--- src/rtl/types_pkg.sv ---
// Shared pipeline types: instruction word constants and the prefetch FIFO entry.
package types_pkg;

    localparam int          PKG_XLEN  = 32;
    localparam logic [31:0] NOP_INSTR = 32'h0000_0013;

    typedef struct packed {
        logic [31:0]         instr;
        logic [PKG_XLEN-1:0] pc;
    } fetch_entry_t;

endpackage

--- src/rtl/fetch_fifo.sv ---
// Prefetch FIFO of {instr, pc} entries with synchronous clear; DEPTH is a power of two.
module fetch_fifo
    import types_pkg::*;
#(
    parameter int DEPTH = 2
) (
    input  logic                       clk,
    input  logic                       reset,
    input  logic                       push_i,
    input  fetch_entry_t               push_data_i,
    input  logic                       pop_i,
    input  logic                       clear_i,
    output logic [$clog2(DEPTH+1)-1:0] count_o,
    output fetch_entry_t               head_o
);

    localparam int AW = $clog2(DEPTH);
    localparam int CW = $clog2(DEPTH+1);

    fetch_entry_t   mem_q [DEPTH];
    logic [AW-1:0]  rd_q, rd_d, wr_q, wr_d;
    logic [CW-1:0]  cnt_q, cnt_d;

    // Pointer and occupancy next-state; clear wins over push/pop.
    always_comb begin
        rd_d  = rd_q;
        wr_d  = wr_q;
        cnt_d = cnt_q;
        if (clear_i) begin
            rd_d  = '0;
            wr_d  = '0;
            cnt_d = '0;
        end else begin
            if (push_i) begin
                wr_d = wr_q + AW'(1'b1);
            end else begin
                wr_d = wr_q;
            end
            if (pop_i) begin
                rd_d = rd_q + AW'(1'b1);
            end else begin
                rd_d = rd_q;
            end
            cnt_d = cnt_q + CW'(push_i) - CW'(pop_i);
        end
    end

    // Pointer and occupancy registers.
    always_ff @(posedge clk) begin
        if (!reset) begin
            rd_q  <= '0;
            wr_q  <= '0;
            cnt_q <= '0;
        end else begin
            rd_q  <= rd_d;
            wr_q  <= wr_d;
            cnt_q <= cnt_d;
        end
    end

    // Entry storage carries no reset; occupancy alone qualifies the head.
    always_ff @(posedge clk) begin
        if (push_i && !clear_i) begin
            mem_q[wr_q] <= push_data_i;
        end
    end

    assign count_o = cnt_q;
    assign head_o  = mem_q[rd_q];

endmodule

--- src/rtl/fetch_stage.sv ---
// Instruction-fetch stage: PC, pipelined imem port, prefetch FIFO and IF/ID register.
// Optional FETCH_PERF_CNT_EN adds fetch_count / bubble_count performance counters.
module fetch_stage
    import types_pkg::*;
#(
    parameter int               XLEN     = PKG_XLEN,
    parameter logic [XLEN-1:0]  RESET_PC = 32'h0000_0000,
    parameter int               DEPTH    = 2
) (
    input  logic            clk,
    input  logic            reset,
    input  logic            StallF,
    input  logic            StallD,
    input  logic            FlushD,
    input  logic            PCSrcE,
    input  logic [XLEN-1:0] PCTargetE,
    output logic            imem_req,
    output logic [XLEN-1:0] imem_addr,
    input  logic            imem_gnt,
    input  logic            imem_rvalid,
    input  logic [31:0]     imem_rdata,
    output logic [31:0]     InstrD,
    output logic [XLEN-1:0] PCD,
    output logic [XLEN-1:0] PCPlus4D,
    output logic            ValidD
`ifdef FETCH_PERF_CNT_EN
    ,
    output logic [31:0]     fetch_count,
    output logic [31:0]     bubble_count
`endif
);

    localparam int              FCW  = $clog2(DEPTH+1);
    localparam int              CW   = FCW + 1;
    localparam logic [XLEN-1:0] STEP = XLEN'(3'd4);

    logic [XLEN-1:0] pc_q, pc_d, rsp_pc_q, rsp_pc_d, pcd_q, pcd_d, pcp4_q, pcp4_d;
    logic [31:0]     instr_q, instr_d;
    logic            valid_q, valid_d;
    logic [CW-1:0]   out_q, out_d, drop_q, drop_d, inflight_s;
    logic [FCW-1:0]  fifo_cnt_s;
    fetch_entry_t    head_s, push_data_s;
    logic            req_s, grant_s, flush_s, keep_s, load_s, fifo_empty_s;
    logic            pop_s, bypass_s, push_s;

    // Issue and response steering.
    always_comb begin
        inflight_s   = out_q + CW'(fifo_cnt_s);
        req_s        = reset && !StallF && (inflight_s < CW'(DEPTH));
        grant_s      = req_s && imem_gnt;
        flush_s      = FlushD || PCSrcE;
        fifo_empty_s = (fifo_cnt_s == '0);
        keep_s       = imem_rvalid && (drop_q == '0) && !PCSrcE;
        load_s       = !StallD && !flush_s;
        pop_s        = load_s && !fifo_empty_s;
        bypass_s     = load_s && fifo_empty_s && keep_s;
        push_s       = keep_s && !bypass_s;
        push_data_s  = '{instr: imem_rdata, pc: rsp_pc_q};
    end

    fetch_fifo #(.DEPTH(DEPTH)) u_fifo (
        .clk         (clk),
        .reset       (reset),
        .push_i      (push_s),
        .push_data_i (push_data_s),
        .pop_i       (pop_s),
        .clear_i     (PCSrcE),
        .count_o     (fifo_cnt_s),
        .head_o      (head_s)
    );

    // PC, response-PC and counters; a redirect turns everything still in flight into drops.
    always_comb begin
        out_d    = out_q + CW'(grant_s) - CW'(imem_rvalid);
        pc_d     = pc_q;
        rsp_pc_d = rsp_pc_q;
        drop_d   = drop_q;
        if (PCSrcE) begin
            pc_d     = {PCTargetE[XLEN-1:2], 2'b00};
            rsp_pc_d = {PCTargetE[XLEN-1:2], 2'b00};
            drop_d   = out_d;
        end else begin
            if (grant_s) begin
                pc_d = pc_q + STEP;
            end else begin
                pc_d = pc_q;
            end
            if (imem_rvalid && (drop_q != '0)) begin
                drop_d = drop_q - CW'(1'b1);
            end else begin
                drop_d = drop_q;
            end
            if (keep_s) begin
                rsp_pc_d = rsp_pc_q + STEP;
            end else begin
                rsp_pc_d = rsp_pc_q;
            end
        end
    end

    // IF/ID next-state: flush > stall > FIFO head > bypass > bubble.
    always_comb begin
        instr_d = instr_q;
        pcd_d   = pcd_q;
        pcp4_d  = pcp4_q;
        valid_d = valid_q;
        if (flush_s) begin
            instr_d = NOP_INSTR;
            valid_d = 1'b0;
        end else if (!StallD) begin
            if (!fifo_empty_s) begin
                instr_d = head_s.instr;
                pcd_d   = head_s.pc;
                pcp4_d  = head_s.pc + STEP;
                valid_d = 1'b1;
            end else if (keep_s) begin
                instr_d = imem_rdata;
                pcd_d   = rsp_pc_q;
                pcp4_d  = rsp_pc_q + STEP;
                valid_d = 1'b1;
            end else begin
                instr_d = NOP_INSTR;
                valid_d = 1'b0;
            end
        end else begin
            valid_d = valid_q;
        end
    end

    // State registers.
    always_ff @(posedge clk) begin
        if (!reset) begin
            pc_q     <= RESET_PC;
            rsp_pc_q <= RESET_PC;
            out_q    <= '0;
            drop_q   <= '0;
            instr_q  <= NOP_INSTR;
            pcd_q    <= '0;
            pcp4_q   <= STEP;
            valid_q  <= 1'b0;
        end else begin
            pc_q     <= pc_d;
            rsp_pc_q <= rsp_pc_d;
            out_q    <= out_d;
            drop_q   <= drop_d;
            instr_q  <= instr_d;
            pcd_q    <= pcd_d;
            pcp4_q   <= pcp4_d;
            valid_q  <= valid_d;
        end
    end

`ifdef FETCH_PERF_CNT_EN
    logic [31:0] fetch_cnt_q, bubble_cnt_q;

    // Count real loads and non-flush bubbles into IF/ID.
    always_ff @(posedge clk) begin
        if (!reset) begin
            fetch_cnt_q  <= 32'd0;
            bubble_cnt_q <= 32'd0;
        end else begin
            if (load_s && (!fifo_empty_s || keep_s)) begin
                fetch_cnt_q <= fetch_cnt_q + 32'd1;
            end
            if (load_s && fifo_empty_s && !keep_s) begin
                bubble_cnt_q <= bubble_cnt_q + 32'd1;
            end
        end
    end

    assign fetch_count  = fetch_cnt_q;
    assign bubble_count = bubble_cnt_q;
`endif

    assign imem_req  = req_s;
    assign imem_addr = pc_q;
    assign InstrD    = instr_q;
    assign PCD       = pcd_q;
    assign PCPlus4D  = pcp4_q;
    assign ValidD    = valid_q;

endmodule

--- config.mk ---
export PLATFORM = sky130hd
export DESIGN_NAME = fetch_stage
export DESIGN_NICKNAME = d
export VERILOG_FILES = /design/src/rtl/types_pkg.sv /design/src/rtl/fetch_fifo.sv /design/src/rtl/fetch_stage.sv
export SDC_FILE = /design/constraint.sdc
export NUM_CORES = 1
export LEC_CHECK = 0
export CAP_MARGIN = 20
export CORE_AREA = 2 2 195 197
export DETAILED_ROUTE_END_ITERATION = 8
export DIE_AREA = 0 0 197 199
export MAX_ROUTING_LAYER = met4
export PLACE_DENSITY = 0.62
export REMOVE_ABC_BUFFERS = 1
export SLEW_MARGIN = 20
export SYNTH_ARGS = -nofsm -noshare
export SYNTH_HDL_FRONTEND = slang
export SYNTH_SLANG_ARGS = --single-unit
--- constraint.sdc ---
create_clock -name clk -period 8.4 [get_ports clk]
set_input_delay 2.1 -clock clk [delete_from_list [all_inputs] [get_ports clk]]
set_output_delay 2.1 -clock clk [all_outputs]
set_load 0.02 [all_outputs]
* Word-level counts from Yosys, hierarchy flattened
Memories as Yosys holds them, arrays and structs flattened. A register that Yosys moved wholly into a read port is not among the register bits. Cells that the tools add are included.
Storage, ports and cells: register bits 171, latch bits 0, bits in writable memories 128, memory bits (read-only) 0, input port bits 72, logic and storage cells 76, memories 1
Cells by class: $add $sub $neg 11, multipliers 0, div/mod/pow operators 0, order comparisons 1, eq/ne operators 1, shift operators 0, multiplexer cells 18, bitwise logic cells 3, reductions and logical operators 28
Memories:
- u_fifo.mem_q | words 2, width 64, read ports 1, clocked after Yosys merged registers in 1, write ports 1, RTL line fetch_fifo.sv:20 | fetch_entry_t mem_q [DEPTH];
Operators by type and width (number):
- $mux 32 | 10
- $add 32x3->32 const B | 3
- $logic_and 1x1->1 | 12
- $logic_not 1->1 | 6
- $mux 1 | 6
- $mux 3 | 2
- $reduce_bool 2->1 | 3
- $reduce_or 2->1 | 2
- $add 3x1->3 | 1
- $add 3x2->3 | 1
- $logic_not 3->1 | 1
- $lt 3x2->1 const B | 1
- $not 1->1 | 3
- $reduce_and 3->1 | 1
- $reduce_bool 3->1 | 1
- $sub 3x1->3 | 1
- $sub 3x1->3 const B | 1
- $add 1x1->1 const B | 2
- $add 2x1->2 | 1
- $logic_not 2->1 | 1
- $ne 2x2->1 const B | 1
- $sub 2x1->2 | 1
- $logic_or 1x1->1 | 1

* Depth between registers and ports, before layout
Gate-level depths: netlist of run 1.
word-level depth 10, mapped depth 15, gate-level depth less buffers 14

* By module
Synthesis of run 1 repeated with hierarchy kept, for this count alone.
Unflattened totals: cells, all modules 1307, area total of the unflattened synthesis 13907.1 um^2
By module, submodules not included:
- fetch_stage | instances 1, cells each 1087, area an instance 8768.4 um^2
- fetch_fifo | instances 1, cells each 220, area an instance 5138.7 um^2

* Worst setup path before layout of run 1
No wires, ideal clock.
path kind input -> register, from in PCSrcE, to mem u_fifo.mem_q[0][10] (netlist name) (enable), arrival time 5608 ps, slack 2302 ps, cell stages on the path 5, buffers on the path 2, cells stage by stage clkbuf_1 > or3_1 > clkbuf_1 > o21a_1 > nor2b_1
Between the ends: cells in the longest elaborated chain, start to end 10
RTL lines:
- start: declaration | RTL line fetch_stage.sv:15 | input logic PCSrcE,
- $logic_or 1x1->1 | RTL line fetch_stage.sv:51 | flush_s = FlushD || PCSrcE;
- $logic_not 1->1 | RTL line fetch_stage.sv:54 | load_s = !StallD && !flush_s;
- $logic_and 1x1->1 | RTL line fetch_stage.sv:54
- $logic_and 1x1->1 (2 in a row) | RTL line fetch_stage.sv:56 | bypass_s = load_s && fifo_empty_s && keep_s;
- $logic_not 1->1 | RTL line fetch_stage.sv:57 | push_s = keep_s && !bypass_s;
- $logic_and 1x1->1 (*) | RTL line fetch_stage.sv:57
- via push_s | RTL line fetch_stage.sv:44 | logic pop_s, bypass_s, push_s;
- $logic_and 1x1->1 (*) | RTL line fetch_fifo.sv:63 | if (push_i && !clear_i) begin
- $mux 1 (*) | RTL line fetch_fifo.sv:63
- $mux 1 (implied by the code) (*) | RTL line fetch_fifo.sv:64 | mem_q[wr_q] <= push_data_i;
- end: declaration | RTL line fetch_fifo.sv:20
Mark *: on every way through the listed nets, which the timed path passes. The rest lies on a longest branch.

* Final worst setup path of run 1
from in StallF, to out imem_req
Between the ends: cells in the longest elaborated chain, start to end 3
RTL lines:
- start: declaration | RTL line fetch_stage.sv:12 | input logic StallF,
- $logic_not 1->1 | RTL line fetch_stage.sv:49 | req_s = reset && !StallF && (inflight_s < CW'(DEPTH));
- $logic_and 1x1->1 (2 in a row) | RTL line fetch_stage.sv:49
- end: declaration | RTL line fetch_stage.sv:17 | output logic imem_req,
No other way between the ends.

==> impl_metrics.yaml, run 1 <==
hold_path:
  whs_path_depth: 2
  hp-class: "reg -> reg"
global_route:
  gr-usage-met3_pct: 2.10
  top_usage_layer: "met2"
  grt_pass1_wl_um: 57600
  met2_usage_pct: 31.4
  grt_max_degree: 75
  use_met1_pct: 26.0
  antenna_found_initial: 0
  grt_usage_pct: 19.3
  grt_pass1_vias: 10100
  grt.overflow.total: 0
synthesis:
  syn_area_um2: 13200
  synth_top_area_share_pct: 28.2
  synth_top_area_cell: "edfxtp_1"
  synth_cells: 1351
  synth-edff-count: 124
  ys_top_cells_by_area: "edfxtp_1 28%, dfxtp_1 25%, a21oi_1 6.4%, xnor2_1 4.5%, nor2_1 4.4%"
  synth_ff_type: "dfxtp_1"
  async_flop_share_pct: 0
  synth_seq_cells: 288
  yosysSeqAreaShare_pct: 53.1
  synth_cell_types: 56
  syn_avg_cell_area_um2: 9.77
  synth-warning-count: 0
place:
  io_buffers: 193
  gp_congestion: 0.848
  pre_cts_ws_ns: 2.62
  hpwl_um: 25600
power:
  ir_drop_mv: 0.154
  p_leak_nw: 5.31
  power_density_nw_per_um2: 205
  finalPower_mw: 3.39
floorplan:
  core-area_um2: 37100
  num_rows: 71
  io_pins: 202
  start_util_pct: 35.5
  die_height_um: 199
  die_w_um: 197
  die-area_um2: 39200
sta:
  grt_setup_unrepaired: "no"
  min_period_over_period_pct: 66.5
  setup_viol: 0
  fin_ws_ns: 2.82
  worstMarginPinSlew_ns: 1.08
  clock-skew-final_ns: 0.0171
  fin_setup_tns_ns: 0
  fmax_mhz: 179
  fin_crit_ns: 5.58
  slew_headroom_pct: 28.1
  drv_slew: 0
  hold_viol: 0
worst_setup_path:
  crit_start: "StallF"
  cp_common_cell: "clkdlybuf4s50_1"
  cp_data_arrival_time_ns: 3.48
  rrSetupSlack_ns: 4.58
  r2r_cells: 7
  worstReg2RegEnd: "PCPlus4D[26]"
  crit_path_top_delay_cell: "clkdlybuf4s50_1"
  path_class: "in -> out"
  crit_fanout: 2
  crit_chain: "clkdlybuf4s50_1, nor3b_1, and2_1, clkdlybuf4s50_1"
  cp_slowest_stage_delay_ns: 0.60
  crit_path_end_kind: "primary output"
  start_kind: "input port"
  critPathCapture: "imem_req"
  critPathTopFamily: "buffers and inverters"
  required_ns: 6.30
  cp_num_buf_inv: 2
  cp.depth: 4
route:
  vias: 10500
  drc: 0
  routed_wirelength_um: 37700
  firstDrtPassIters: 5
  drtIter0Drc: 827
  wire_per_inst_um: 18.9
  drt-vias-per-instance: 5.24
  ant_nets: 0
clock_network:
  numCtsBuffers: 30
  cts-root-buf: "clkbuf_16"
  cts_tree: "done"
  clock_latency_ns: 0.55
  cts_num_sinks: 288
  clk_pin_slew_ns: 0.06
  hold_buffers: 0
  cts_buffer_depth: 3
  cts_setup_buffers: 0
  post_cts_resized: 0
  htreeDepth: 1
cells_and_area:
  final.fill_count: 3560
  nNetsFinal: 1582
  antennaDiodeCount: 0
  area.growth.synth_to_final_pct: 25.3
  drive_gt1_share_pct: 6.37
run:
  maxCapViolCount: 0
status:
  status: "complete, no violations"
[where the power goes]
part	switching (mW)	leakage, nW	internal (mW)	total [mW]
clock	0.563	0.522	0.820	1.38
combinational	0.246	2.31	0.163	0.409
sequential	0.0654	2.48	1.54	1.60
[cells by family after synthesis]
family	after synthesis	synth area share (%)
buffers and inverters	117	3.70
AND/OR/NAND/NOR	451	16.2
AO/OA/AOI/OAI	305	13.3
adder cells (fa/ha/maj)	11	1.16
flip-flops	288	53.1
multiplexers	64	4.91
XOR/XNOR	114	7.57
other	1	0.0284
[worst register-to-register path, stage by stage, from the launching register on]
cell,delay [ns]
dfxtp_4,0.86
buf_4,0.69
nand3_1,0.28
a222oi_1,0.74
nand4_2,0.38
or4_1,0.57
nand3_1,0.11
a21oi_1,0.08
[metrics by stage]
stage / hold slack [ns] / cell area, um^2 / instances / util [%]
after floorplan: 0.481 / 12800 / 1256 / -
after global placement: 0.440 / 15500 / 1941 / 41.7
after detailed placement: 0.443 / 15500 / 1941 / 41.7
after CTS: 0.452 / 16500 / 1997 / 44.5
after global routing: 0.472 / 16500 / 1997 / 44.5
final: 0.451 / 16500 / 1997 / 44.5
[worst min-delay path by stage]
| stage | slack [ns] | end | startpoint |
|---|---|---|---|
| finish | 0.45 | PCD[26] | PCD[26] |
| global route | 0.47 | PCD[23] | PCD[23] |
| CTS | 0.45 | PCD[23] | PCD[23] |
| detailed placement | 0.44 | PCD[9] | PCD[9] |
| global placement | 0.44 | PCD[11] | PCD[11] |
| floorplan | 0.48 | register | u_fifo.rd_q |
[metal layers]
metal  share of wire [%]  wire (um)
met1                  46      17200
met2                  47      17900
met3                 5.0       1870
met4                 2.0        750
met5                   0          0
[area by class of cell]
type                            instances  area (um^2)  share of cell area [%]
Timing Repair Buffer                  211         2060                    12.4
Inverter                               17         63.8                   0.386
Multi-Input combinational cell        951         5760                    34.8
Tap cell                              474          593                    3.59
Clock buffer                           38          897                    5.43
Sequential cell                       288         7010                    42.4
Clock inverter                         18          153                   0.923
[flip-flops by register name (all words and copies together) (netlist names), named ones only]
register and flops:
u_fifo.mem_q 124, InstrD 32, PCD 30, PCPlus4D 30, imem_addr 30, rsp_pc_q 30
drop_q 3, out_q 3, u_fifo.count_o 2, ValidD 1, u_fifo.rd_q 1, u_fifo.wr_q 1
[synth_stat cells (6+ instances only)]
library cell  instances
nor4_1                7
buf_2                12
a211oi_1              8
nand2_1             115
and3_1               16
xor2_1               46
o21ai_0              52
nor2b_1              10
dfxtp_1             164
inv_1                17
a22oi_1               6
o22ai_1               6
clkbuf_1             72
a21oi_1             169
edfxtp_1            124
o211ai_1             32
and2_1               11
nand3_1              49
ha_1                  9
a31oi_1               6
nor2_1              156
mux2_2                6
nand3b_1             12
buf_4                 7
xnor2_1              68
buf_1                 8
nor3_1               23
mux2i_1              58
nand4_1              30
[cells in the final DEF, fill, tap and decap left out, types with 5 or more instances in the layout]
cell	n
a211oi_1	8
a21oi_1	168
a22oi_1	6
a31oi_1	6
and2_1	10
and3_1	16
buf_4	18
clkbuf_16	35
clkdlybuf4s50_1	191
clkinv_2	5
conb_1	6
dfxtp_1	163
edfxtp_1	124
ha_1	9
inv_1	16
mux2_2	6
mux2i_1	58
nand2_1	115
nand3_1	49
nand3b_1	12
nand4_1	30
nor2_1	154
nor2b_1	9
nor3_1	22
nor4_1	7
o211ai_1	32
o21ai_0	52
o22ai_1	6
xnor2_1	68
xor2_1	46
(Power assumes the default switching activity.)
==> run 2, diff against run 1 <==
--- a/config.mk
+++ b/config.mk
@@ -10,7 +10,7 @@
 export DETAILED_ROUTE_END_ITERATION = 8
 export DIE_AREA = 0 0 197 199
 export MAX_ROUTING_LAYER = met4
-export PLACE_DENSITY = 0.62
+export PLACE_DENSITY = 0.64
 export REMOVE_ABC_BUFFERS = 1
 export SLEW_MARGIN = 20
 export SYNTH_ARGS = -nofsm -noshare
==> constraint.sdc (replaced) <==
create_clock -name clk -period 4.9 [get_ports clk]
set_input_delay 1.225 -clock clk [delete_from_list [all_inputs] [get_ports clk]]
set_output_delay 1.225 -clock clk [all_outputs]
set_load 0.02 [all_outputs]
==> run 2 against run 1 <==
Compared with the run above:
- via count rose by 0.67%
- total power rose by 72%
- combinational power rose by 75%
- die area did not move
- routed wire length rose by 1.8%
- clock skew rose by 0.0072 ns
- non-clock buffer count rose by 8
- hold slack got worse by 0.00061 ns
==> impl_metrics.yaml, run 2 (synthesis gave the netlist of run 1 again) <==
cells_and_area:
  largest_reg_flops: 124
  final.fill_count: 3532
  drive_gt1_share_pct: 6.72
  layout_commonest_cell: "clkdlybuf4s50_1"
  seq_area_um2: 7010
  finalNonFillerCells: 2007
  nNetsFinal: 1591
  antennaDiodeCount: 0
  multi_input_area_um2: 5750
  regMostFlops: "u_fifo.mem_q"
  mostFrequentLayoutCells: "191 x clkdlybuf4s50_1, 168 x a21oi_1, 163 x dfxtp_1"
  area.growth.synth_to_final_pct: 26.0
global_route:
  antenna_found_initial: 0
  grt_pass1_vias: 10400
  grt_pass1_wl_um: 58800
  grt.overflow.total: 0
  grt_usage_pct: 19.7
  grt_max_degree: 67
clock_network:
  cts_tree: "done"
  hold_buffers: 0
  cts-root-buf: "clkbuf_16"
  post_cts_resized: 0
  numCtsBuffers: 31
  cts_num_sinks: 288
  cts_setup_buffers: 0
  cts_buffer_depth: 3
  clk_pin_slew_ns: 0.06
  htreeDepth: 1
  clock_latency_ns: 0.57
place:
  gp_congestion: 0.869
  io_buffers: 193
  hpwl_um: 26400
  dpl.cell_count: 1949
worst_setup_path:
  cp_slowest_stage_delay_ns: 0.60
  path_class: "reg -> out"
  start_kind: "register"
  crit_path_top_delay_cell: "clkdlybuf4s50_1"
  cp_data_arrival_time_ns: 2.59
  crit_path_end_kind: "primary output"
  required_ns: 3.67
  cp_common_cell: "and2_1"
  crit_chain: "and2_1, fa_1, nor3b_1, and2_1, clkdlybuf4s50_1"
  crit_fanout: 5
hold_path:
  hp-class: "reg -> reg"
route:
  drt-vias-per-instance: 5.25
  firstDrtPassIters: 6
  drtIter0Drc: 742
  ant_nets: 0
  routed_wirelength_um: 38400
  vias: 10500
  wire_per_inst_um: 19.1
  drc: 0
power:
  ir_drop_mv: 0.270
  p_leak_nw: 5.36
  power_density_nw_per_um2: 350
sta:
  fmax_mhz: 262
  setup_viol: 0
  fin_crit_ns: 3.82
  worstMarginPinSlew_ns: 1.06
  min_period_over_period_pct: 77.9
  slew_headroom_pct: 29.5
  clock-skew-final_ns: 0.0243
  hold_viol: 0
  grt_setup_unrepaired: "no"
  drv_slew: 0
  whs_ns: 0.451
floorplan:
  core-area_um2: 37100
  io_pins: 202
  die-area_um2: 39200
  start_util_pct: 35.5
  num_rows: 71
  die_height_um: 199
  die_w_um: 197
run:
  maxCapViolCount: 0
status:
  status: "complete, no violations"
-- run 2: final cells by class --
| cell class | instances | share of cell area (%) |
|---|---|---|
| Sequential cell | 288 | 42.1 |
| Inverter | 17 | 0.384 |
| Clock buffer | 49 | 5.82 |
| Clock inverter | 9 | 0.459 |
| Tap cell | 474 | 3.57 |
| Timing Repair Buffer | 219 | 13.0 |
| Multi-Input combinational cell | 951 | 34.6 |
-- run 2: power by group --
group          total [mW]  internal (mW)  switching (mW)
sequential           2.75           2.63           0.112
combinational       0.715          0.290           0.426
clock                2.36           1.40           0.959
total                5.83           4.33            1.50
-- run 2: worst paths after layout --
path,startpoint,to,slack (ns),depth (start not counted)
worst max register to register,u_fifo.count_o[0],drop_q[2],1.52,15
worst min-delay path,PCD[13],PCD[13],0.45,2
worst min register to register,PCD[13],PCD[13],0.45,2
worst max-delay path,u_fifo.count_o[0],imem_req,1.08,5
-- run 2: critical path, delay by kind of cell (launching register included) --
family,cells,cell delay (ns)
DFF,1,0.44
and+or+nand+nor,3,0.55
adders and majority gates,1,0.45
buffers and inverters,1,0.60
-- run 2: per-stage QoR --
step	setup slack (ns)	cell area, um^2	total power, mW	utilization, %	TNS [ns]
3_5_place_dp	0.939	15600	3.51	42.0	0
5_1_grt	0.960	16600	6.05	44.8	0
3_3_place_gp	0.981	15600	3.50	42.0	0
2_1_floorplan	-0.251	12800	3.17	-	-15.58
6_report	1.08	16600	5.83	44.8	0
4_1_cts	1.04	16600	5.87	44.8	0
-- run 2: metal layers --
layer / up-vias / global-route usage (%) / wire length [um]
met3: 60 / 2.66 / 2030
met4: 0 / 6.35 / 1100
met1: 5038 / 25.9 / 17100
met5: - / - / 0
met2: 312 / 31.6 / 18100
li1: 5131 / - / -
